<file path="src/rtl/uart_rx_if.sv">
// Parallel side of the UART receiver: bit-period control, serial line in,
// received byte and its strobe out.
interface uart_rx_if;
  logic [15:0] bc;
  logic        rx;
  logic        ch_vld;
  logic [7:0]  ch;

  modport master (
    output bc,
    output rx,
    input  ch_vld,
    input  ch
  );

  modport slave (
    input  bc,
    input  rx,
    output ch_vld,
    output ch
  );
endinterface

</file>
<file path="src/rtl/uart_rx_unit.sv">
// 8N1 asynchronous serial receiver with a run-time bit period.
// One serial bit lasts bc+1 clocks; every bit is sampled at its middle.
//
// state     | meaning
// ----------+------------------------------------------------------------
// IDLE      | line idle, waiting for a low level (start bit edge)
// START     | counting to the start-bit middle, rejects short glitches
// DATA      | sampling 8 data bits at bit middles, LSB first
// STOP      | sampling the stop bit; a high level delivers the byte
// WAIT_HIGH | framing error seen, waiting for the line to return high
module uart_rx_unit (
  input  logic           clk,
  input  logic           rst_n,
  uart_rx_if.slave       bus
);

  typedef enum logic [2:0] {
    IDLE      = 3'd0,
    START     = 3'd1,
    DATA      = 3'd2,
    STOP      = 3'd3,
    WAIT_HIGH = 3'd4
  } state_t;

  state_t      state;
  logic        rx_meta;
  logic        rxs;
  logic [15:0] bcl;
  logic [15:0] cnt;
  logic [2:0]  bit_idx;
  logic [7:0]  shreg;
  logic        cnt_zero;

  assign cnt_zero = (cnt == 16'd0);

  // Two-flop synchronizer for the asynchronous serial line; idles high.
  always_ff @(posedge clk or negedge rst_n) begin
    if (!rst_n) begin
      rx_meta <= 1'b1;
      rxs     <= 1'b1;
    end else begin
      rx_meta <= bus.rx;
      rxs     <= rx_meta;
    end
  end

  // Frame state machine: mid-bit sampling with a down-counter, registered outputs.
  always_ff @(posedge clk or negedge rst_n) begin
    if (!rst_n) begin
      state      <= IDLE;
      bcl        <= 16'd0;
      cnt        <= 16'd0;
      bit_idx    <= 3'd0;
      shreg      <= 8'h00;
      bus.ch     <= 8'h00;
      bus.ch_vld <= 1'b0;
    end else begin
      bus.ch_vld <= 1'b0;
      case (state)
        IDLE: begin
          if (!rxs) begin
            // bc is captured here so a change mid-frame cannot disturb this frame
            bcl   <= bus.bc;
            cnt   <= bus.bc >> 1;
            state <= START;
          end
        end

        START: begin
          if (!cnt_zero) begin
            cnt <= cnt - 16'd1;
          end else if (!rxs) begin
            cnt     <= bcl;
            bit_idx <= 3'd0;
            state   <= DATA;
          end else begin
            // line went back high before mid start bit: a glitch, not a frame
            state <= IDLE;
          end
        end

        DATA: begin
          if (!cnt_zero) begin
            cnt <= cnt - 16'd1;
          end else begin
            shreg <= {rxs, shreg[7:1]};
            cnt   <= bcl;
            if (bit_idx == 3'd7) begin
              state <= STOP;
            end else begin
              bit_idx <= bit_idx + 3'd1;
            end
          end
        end

        STOP: begin
          if (!cnt_zero) begin
            cnt <= cnt - 16'd1;
          end else if (rxs) begin
            // leaving at mid stop bit leaves half a bit of slack for a
            // back-to-back start edge
            bus.ch     <= shreg;
            bus.ch_vld <= 1'b1;
            state      <= IDLE;
          end else begin
            state <= WAIT_HIGH;
          end
        end

        WAIT_HIGH: begin
          if (rxs) begin
            state <= IDLE;
          end
        end

        default: begin
          state <= IDLE;
        end
      endcase
    end
  end

endmodule

</file>
<file path="src/flat_wrapper.sv">
// flat-port wrapper written by rule: the top's interface ports become plain ports
module uart_rx_unit_flat 
  (clk, rst_n, bus_bc, bus_rx, bus_ch_vld, bus_ch);
  uart_rx_if bus_i ();
  input  logic clk;
  input  logic rst_n;
  input wire logic [$bits(bus_i.bc)-1:0] bus_bc;
  input wire logic [$bits(bus_i.rx)-1:0] bus_rx;
  output wire logic [$bits(bus_i.ch_vld)-1:0] bus_ch_vld;
  output wire logic [$bits(bus_i.ch)-1:0] bus_ch;
  assign bus_i.bc = bus_bc;
  assign bus_i.rx = bus_rx;
  assign bus_ch_vld = bus_i.ch_vld;
  assign bus_ch = bus_i.ch;
  uart_rx_unit u_core (.clk(clk), .rst_n(rst_n), .bus(bus_i));
endmodule
</file>
<file path="config.mk">
export PLATFORM = sky130hd
export DESIGN_NAME = uart_rx_unit_flat
export DESIGN_NICKNAME = d
export VERILOG_FILES = /design/src/rtl/uart_rx_if.sv /design/src/rtl/uart_rx_unit.sv /design/src/flat_wrapper.sv
export SDC_FILE = /design/constraint.sdc
export NUM_CORES = 1
export LEC_CHECK = 0
export CORE_MARGIN = 2
export CORE_UTILIZATION = 61
export CTS_CLUSTER_SIZE = 24
export DETAILED_ROUTE_END_ITERATION = 6
export GPL_ROUTABILITY_DRIVEN = 1
export GPL_TIMING_DRIVEN = 0
export PLACE_DENSITY = 0.85
export SYNTH_ARGS = -nofsm -noshare
export SYNTH_HDL_FRONTEND = slang
export SYNTH_SLANG_ARGS = --single-unit
</file>
<file path="constraint.sdc">
create_clock -name clk -period 5.6 [get_ports clk]
set_input_delay 1.12 -clock clk [delete_from_list [all_inputs] [get_ports clk]]
set_output_delay 1.12 -clock clk [all_outputs]
set_load 0.05 [all_outputs]
</file>
### Word-level counts from Yosys, hierarchy flattened

Index checks and enable logic that the tools add are counted.

* register bits: 57
* input port bits: 19
* output and inout port bits: 9
* logic and storage cells: 60

* add/subtract/negate cells: 2
* equal/unequal tests: 15
* muxes and demuxes: 23
* bitwise gates (word level): 1
* reductions and logical operators: 10

Operators with widths (number)
* 16-bit two-way mux: 5
* 16-bit one-hot mux with 4 select lines: 1
* 3-bit two-way mux: 11
* 16-bit zero test: 1
* 16-bit by 1-bit subtractor with 16-bit output (second input constant): 1
* 3-bit one-hot mux with 5 select lines: 1
* 2-bit by 1-bit inequality test with 1-bit output (second input constant): 5
* 2-bit inequality test (second input constant): 4
* 3-bit by 2-bit == test with 1-bit output (second input constant): 2
* 3-bit == test (second input constant): 2
* 3-bit one-hot mux with 2 select lines: 1
* 6-bit AND reduction: 1
* 5-bit AND reduction: 1
* 2-bit AND reduction: 2
* 4-bit AND reduction: 1
* 4-bit nonzero test: 1
* 3-bit by 1-bit adder with 3-bit output (second input constant): 1
* 3-bit by 1-bit == test with 1-bit output (second input constant): 1
* 3-bit zero test: 1
* 1-bit two-way mux: 3
* 3-bit inequality test (second input constant): 1
* 3-bit AND reduction: 1
* 2-bit two-way mux: 1
* 2-bit nonzero test: 1
* 1-bit NOT: 1

### Longest topological paths before layout

* word-level depth: 4
* gate-level depth with buffers: 8

### Worst setup path before layout

Ideal clock, no wire load.

* path kind: flip-flop to flip-flop
* from: register u_core.cnt[10]
* to: register u_core.cnt[0]
* setup time: 0.130 ns
* data arrival time: 2.224 ns
* setup slack: 3.246 ns
* cell stages (with the launch flop): 9
* path buffers: 2
* period minus slack after synthesis: 2.354 ns
* cells stage by stage: dfrtp_1 -> or4_4 -> or3_1 -> buf_6 -> o31ai_4 -> buf_6 -> nor2_1 -> a221oi_1 -> o21ai_1

* longest elaborated chain between the ends: 3
* elaborated cells on any way between the ends: 7

RTL lines
* from (decl): RTL line uart_rx_unit.sv:29 `logic [15:0] cnt;`
* from (signal assigned): RTL line uart_rx_unit.sv:64 `cnt <= bus.bc >> 1;`
* from (signal assigned): RTL line uart_rx_unit.sv:71 `cnt <= cnt - 16'd1;`
* from (signal assigned): RTL line uart_rx_unit.sv:73 `cnt <= bcl;`
* 16-bit zero test *: RTL line uart_rx_unit.sv:34 `assign cnt_zero = (cnt == 16'd0);`
* 3-bit inequality test (no line), or another cell as far along
* 4-bit AND reduction (no line) or 16-bit one-hot mux with 4 select lines (tied branches)

Mark *: on every way between the ends. The rest lies on a longest branch, timed or not.
A chain may end at the register's enable or synchronous reset.

### Worst setup path in the final report

* from: register u_core.cnt[4]
* to: register u_core.cnt[3]

Same word-level chain as after synthesis.

==> qor.txt <==
max cap viols: 0
routed wire length: 6030 um
final layout net count: 314
proportion of layout cells with a drive suffix above 1: 23.13%
required arrival time at the worst endpoint: 5.85 ns
YS warnings: 0
critical path type: flip-flop to flip-flop
via count: 2171
worst slew margin relative to its limit: 27.50%
final-layout setup total negative slack: 0 ns
count of H-tree levels built during CTS: 3
number of fill cells: 284
area of the multi-input gates: 1291 um^2
clock tree skew after final layout: 0.007066 ns
element type at the critical path end: flip-flop
number of buffers added on ports: 27
Min-Delay Startpoint: u_core.rx_meta$_DFF_PN1_
maximum clock insertion buffer count: 2
critical register-to-register path startpoint: u_core.cnt[4]$_DFFE_PN0P_
horizontal die dimension: 71.92 um
total area of sequential cells: 1429 um^2
CTS tree: built
root buf cell: sky130_fd_sc_hd__clkbuf_8
I/O pin count: 28
post-route DRC violation count: 0
top area cells in the synthesized netlist: sky130_fd_sc_hd__dfrtp_1 49%, sky130_fd_sc_hd__mux2_2 14%, sky130_fd_sc_hd__o21ai_0 4.3%, sky130_fd_sc_hd__nor2_1 4.1%, sky130_fd_sc_hd__a21oi_1 2.3%
status: completed
leakage power of the design: 1.415 nW
class of the tightest hold or removal check: flip-flop to flip-flop
maximum VDD drop: 0.2246 mV
share of the cycle needed by the critical path after routing: 49.94%
transition time at the pin with the least slew margin: 1.079 ns
arrival time reported for the critical path endpoint: 3.05 ns
area of the mapped netlist: 2814 um^2
number of antenna violations at the first check in global routing: 0
count of buffers added by post-CTS timing repair for setup: 0
Syn Area/Cell: 11.17 um^2
critical path launch point: u_core.cnt[4]$_DFFE_PN0P_
number of clock buffers inserted by TritonCTS: 9
clock share of power: 33.1%
global placement routability congestion: 0.9417
wire length of the first global-routing pass: 10090 um
count of endpoints failing hold in the final timing report: 0
setup-violating endpoint count in the final report: 0
power density of the placed cells: 301.8 nW/um^2
starting utilization of the core area: 63.75%
Die Y: 71.92 um
grt total ovfl: 0
internal portion of total power: 708.3 uW
core region area: 4414 um^2
Via-to-Cell Ratio: 6.275
net count of the mapped netlist: 275
proportion of total power due to net switching: 29.47%
worst setup margin: 2.804 ns
number of inserted diodes: 0
part of the total power dissipated in combinational logic: 16.1%
RSZ-0062 raised after global routing: no
number of distinct library cell variants in the gate-level netlist after synthesis: 42
shortest clock period the worst path allows after layout: 2.796 ns
achievable clock frequency: 0.3576 GHz
remaining antenna violation count after routing: 0
drt initial violations: 221
GRT Resource Usage Total: 25.83%
proportion of power drawn by flip-flops and latches: 50.7%
Die Outline Area: 5172 um^2
flip-flop and latch count after synthesis: 57
reg-to-reg setup timing slack: 2.80 ns
post-place setup slack: 2.842 ns
wire length per cell: 17.43 um
# hold bufs at CTS: 0
sequential fraction of the synthesis area: 50.78%
total of cells resized after clock tree synthesis: 0
sort of element at the start of the critical path: flip-flop
number of global-route vias before repair: 2079
switching power summed over all nets: 295.9 uW
critical path peak fanout: 10
area fraction of the dominant cell type after synthesis: 48.91%
DP HPWL: 4077 um
Final Max Slew Viols: 0
clock latency on the worst-skew pair: 0.34 ns
leading area contributor after synthesis: sky130_fd_sc_hd__dfrtp_1
Row Count: 24
pin count of the biggest net entering global routing: 33
relative area change from synthesis to final layout: 18.23%
Cells after Synth: 252
clk slew on worst S/H paths: 0.06 ns
number of detailed-route iterations in the first pass: 5
clock sinks: 57
==> kinds of logic (layout without fill, tap and decap cells) <==
logic type | count (synthesis) | in the layout | share of synthesized area [%]
and+or+nand+nor | 71 | 71 | 13.52
AOI/OAI and AO/OA | 66 | 66 | 15.96
DFF | 57 | 57 | 50.78
muxes | 36 | 36 | 14.32
buffers and inverters | 17 | 59 | 3.334
adders and majority gates | 4 | 4 | 1.779
xor gates and xnor gates | 1 | 1 | 0.3113
==> cell usage in the layout (no fill, tap or decap), types with 2 or more instances in the layout <==
cell	n
sky130_fd_sc_hd__nor2_1	31
sky130_fd_sc_hd__nor3_4	2
sky130_fd_sc_hd__clkdlybuf4s50_1	26
sky130_fd_sc_hd__o21ai_1	7
sky130_fd_sc_hd__buf_6	3
sky130_fd_sc_hd__nand3_1	4
sky130_fd_sc_hd__nor2b_1	2
sky130_fd_sc_hd__clkbuf_8	11
sky130_fd_sc_hd__a221oi_2	3
sky130_fd_sc_hd__nor4_1	3
sky130_fd_sc_hd__nor3_1	8
sky130_fd_sc_hd__buf_4	2
sky130_fd_sc_hd__o21ai_0	24
sky130_fd_sc_hd__a21oi_1	13
sky130_fd_sc_hd__a221oi_1	4
sky130_fd_sc_hd__dfrtp_1	55
sky130_fd_sc_hd__clkbuf_1	11
sky130_fd_sc_hd__mux2_2	34
sky130_fd_sc_hd__dfstp_2	2
sky130_fd_sc_hd__ha_1	4
sky130_fd_sc_hd__inv_1	4
sky130_fd_sc_hd__and2_1	2
sky130_fd_sc_hd__nor3b_1	2
sky130_fd_sc_hd__nand2b_1	2
sky130_fd_sc_hd__a22o_1	6
sky130_fd_sc_hd__nand2_1	8
sky130_fd_sc_hd__mux2i_1	2
==> per-stage QoR <==
step	hold slack [ns]	util, %	instance area, um^2	power, mW	cells
after CTS	0.3560	75.37	3327	1.003	346
after global routing	0.3583	75.37	3327	1.048	346
final	0.3561	75.37	3327	1.004	346
after floorplan	0.3452	-	2814	0.6112	252
after detailed placement	0.3478	71.68	3164	0.6699	332
after global placement	0.3465	71.34	3149	0.6588	331
==> state kept, by name, indices dropped and copies added (netlist names) <==
signal and flops:
u_core.bit_idx 3, u_core.shreg 8, u_core.bus.ch 8, u_core.rxs 1
u_core.cnt 16, u_core.bcl 16, u_core.state 3, u_core.bus.ch_vld 1
u_core.rx_meta 1
==> cell type report <==
type,instances,share of cell area [%]
Sequential cell,57,42.95
Multi-Input combinational cell,178,38.81
Timing Repair Buffer,28,8.575
Clock buffer,14,4.889
Buffer,13,2.369
Tap cell,52,1.956
Inverter,4,0.4513
==> power groups by stage <==
stage          logic, mW  registers [mW]  clock network [mW]
6_report           0.162           0.510               0.333
5_1_grt            0.182           0.516               0.351
4_1_cts            0.160           0.508               0.335
3_5_place_dp       0.156           0.514                   0
3_3_place_gp       0.147           0.511                   0
2_1_floorplan      0.108           0.503                   0
==> cell usage after synthesis (all sizes together) <==
cell and n:
dfrtp 55, o21ai 31, xnor2 1, nand2b 2, a22oi 1, a221oi 7, a311oi 1, or3 1
o31a 1, nand4 1, and2 2, nor2b 2, nand3 4, o31ai 1, or4 1, dfstp 2
mux2 34, a32oi 1, ha 4, nor2 31, a222oi 1, a22o 6, or2 1, nor3b 2
clkbuf 8, a31o 1, buf 5, nand2 9, a21oi 13, inv 4, o21ba 1, mux2i 2
nor4 5, nor3 10, a211oi 1
==> per-layer routing <==
layer	part of all wire, %	track usage (%)	routed length [um]	vias up
met5	0	0	0	-
met2	47	37.24	2859	70
met3	5.8	5.972	347	12
met4	1.9	13.00	117	0
met1	45	37.05	2706	1086
li1	-	-	-	1003
==> path summary, 6_finish.rpt <==
path | to | cells past startpoint
min in group asynchronous | u_core.bus.ch[3]$_DFFE_PN0P_ | 1
worst max-delay path | u_core.cnt[3]$_DFFE_PN0P_ | 6
worst min register to register | u_core.rxs$_DFF_PN1_ | 0
worst max register to register | u_core.cnt[3]$_DFFE_PN0P_ | 6
worst min-delay path | u_core.rxs$_DFF_PN1_ | 0
max in group asynchronous | u_core.rxs$_DFF_PN1_ | 2
==> critical path, stage by stage, from the launching register on <==
cell and delay, ns:
sky130_fd_sc_hd__dfrtp_1 0.44, sky130_fd_sc_hd__nor4_2 0.59, sky130_fd_sc_hd__nand4_1 0.47, sky130_fd_sc_hd__nor4_4 0.68
sky130_fd_sc_hd__buf_6 0.26, sky130_fd_sc_hd__a221oi_1 0.09, sky130_fd_sc_hd__o21ai_0 0.19
No activity file was read; power rests on OpenSTA's default activity.
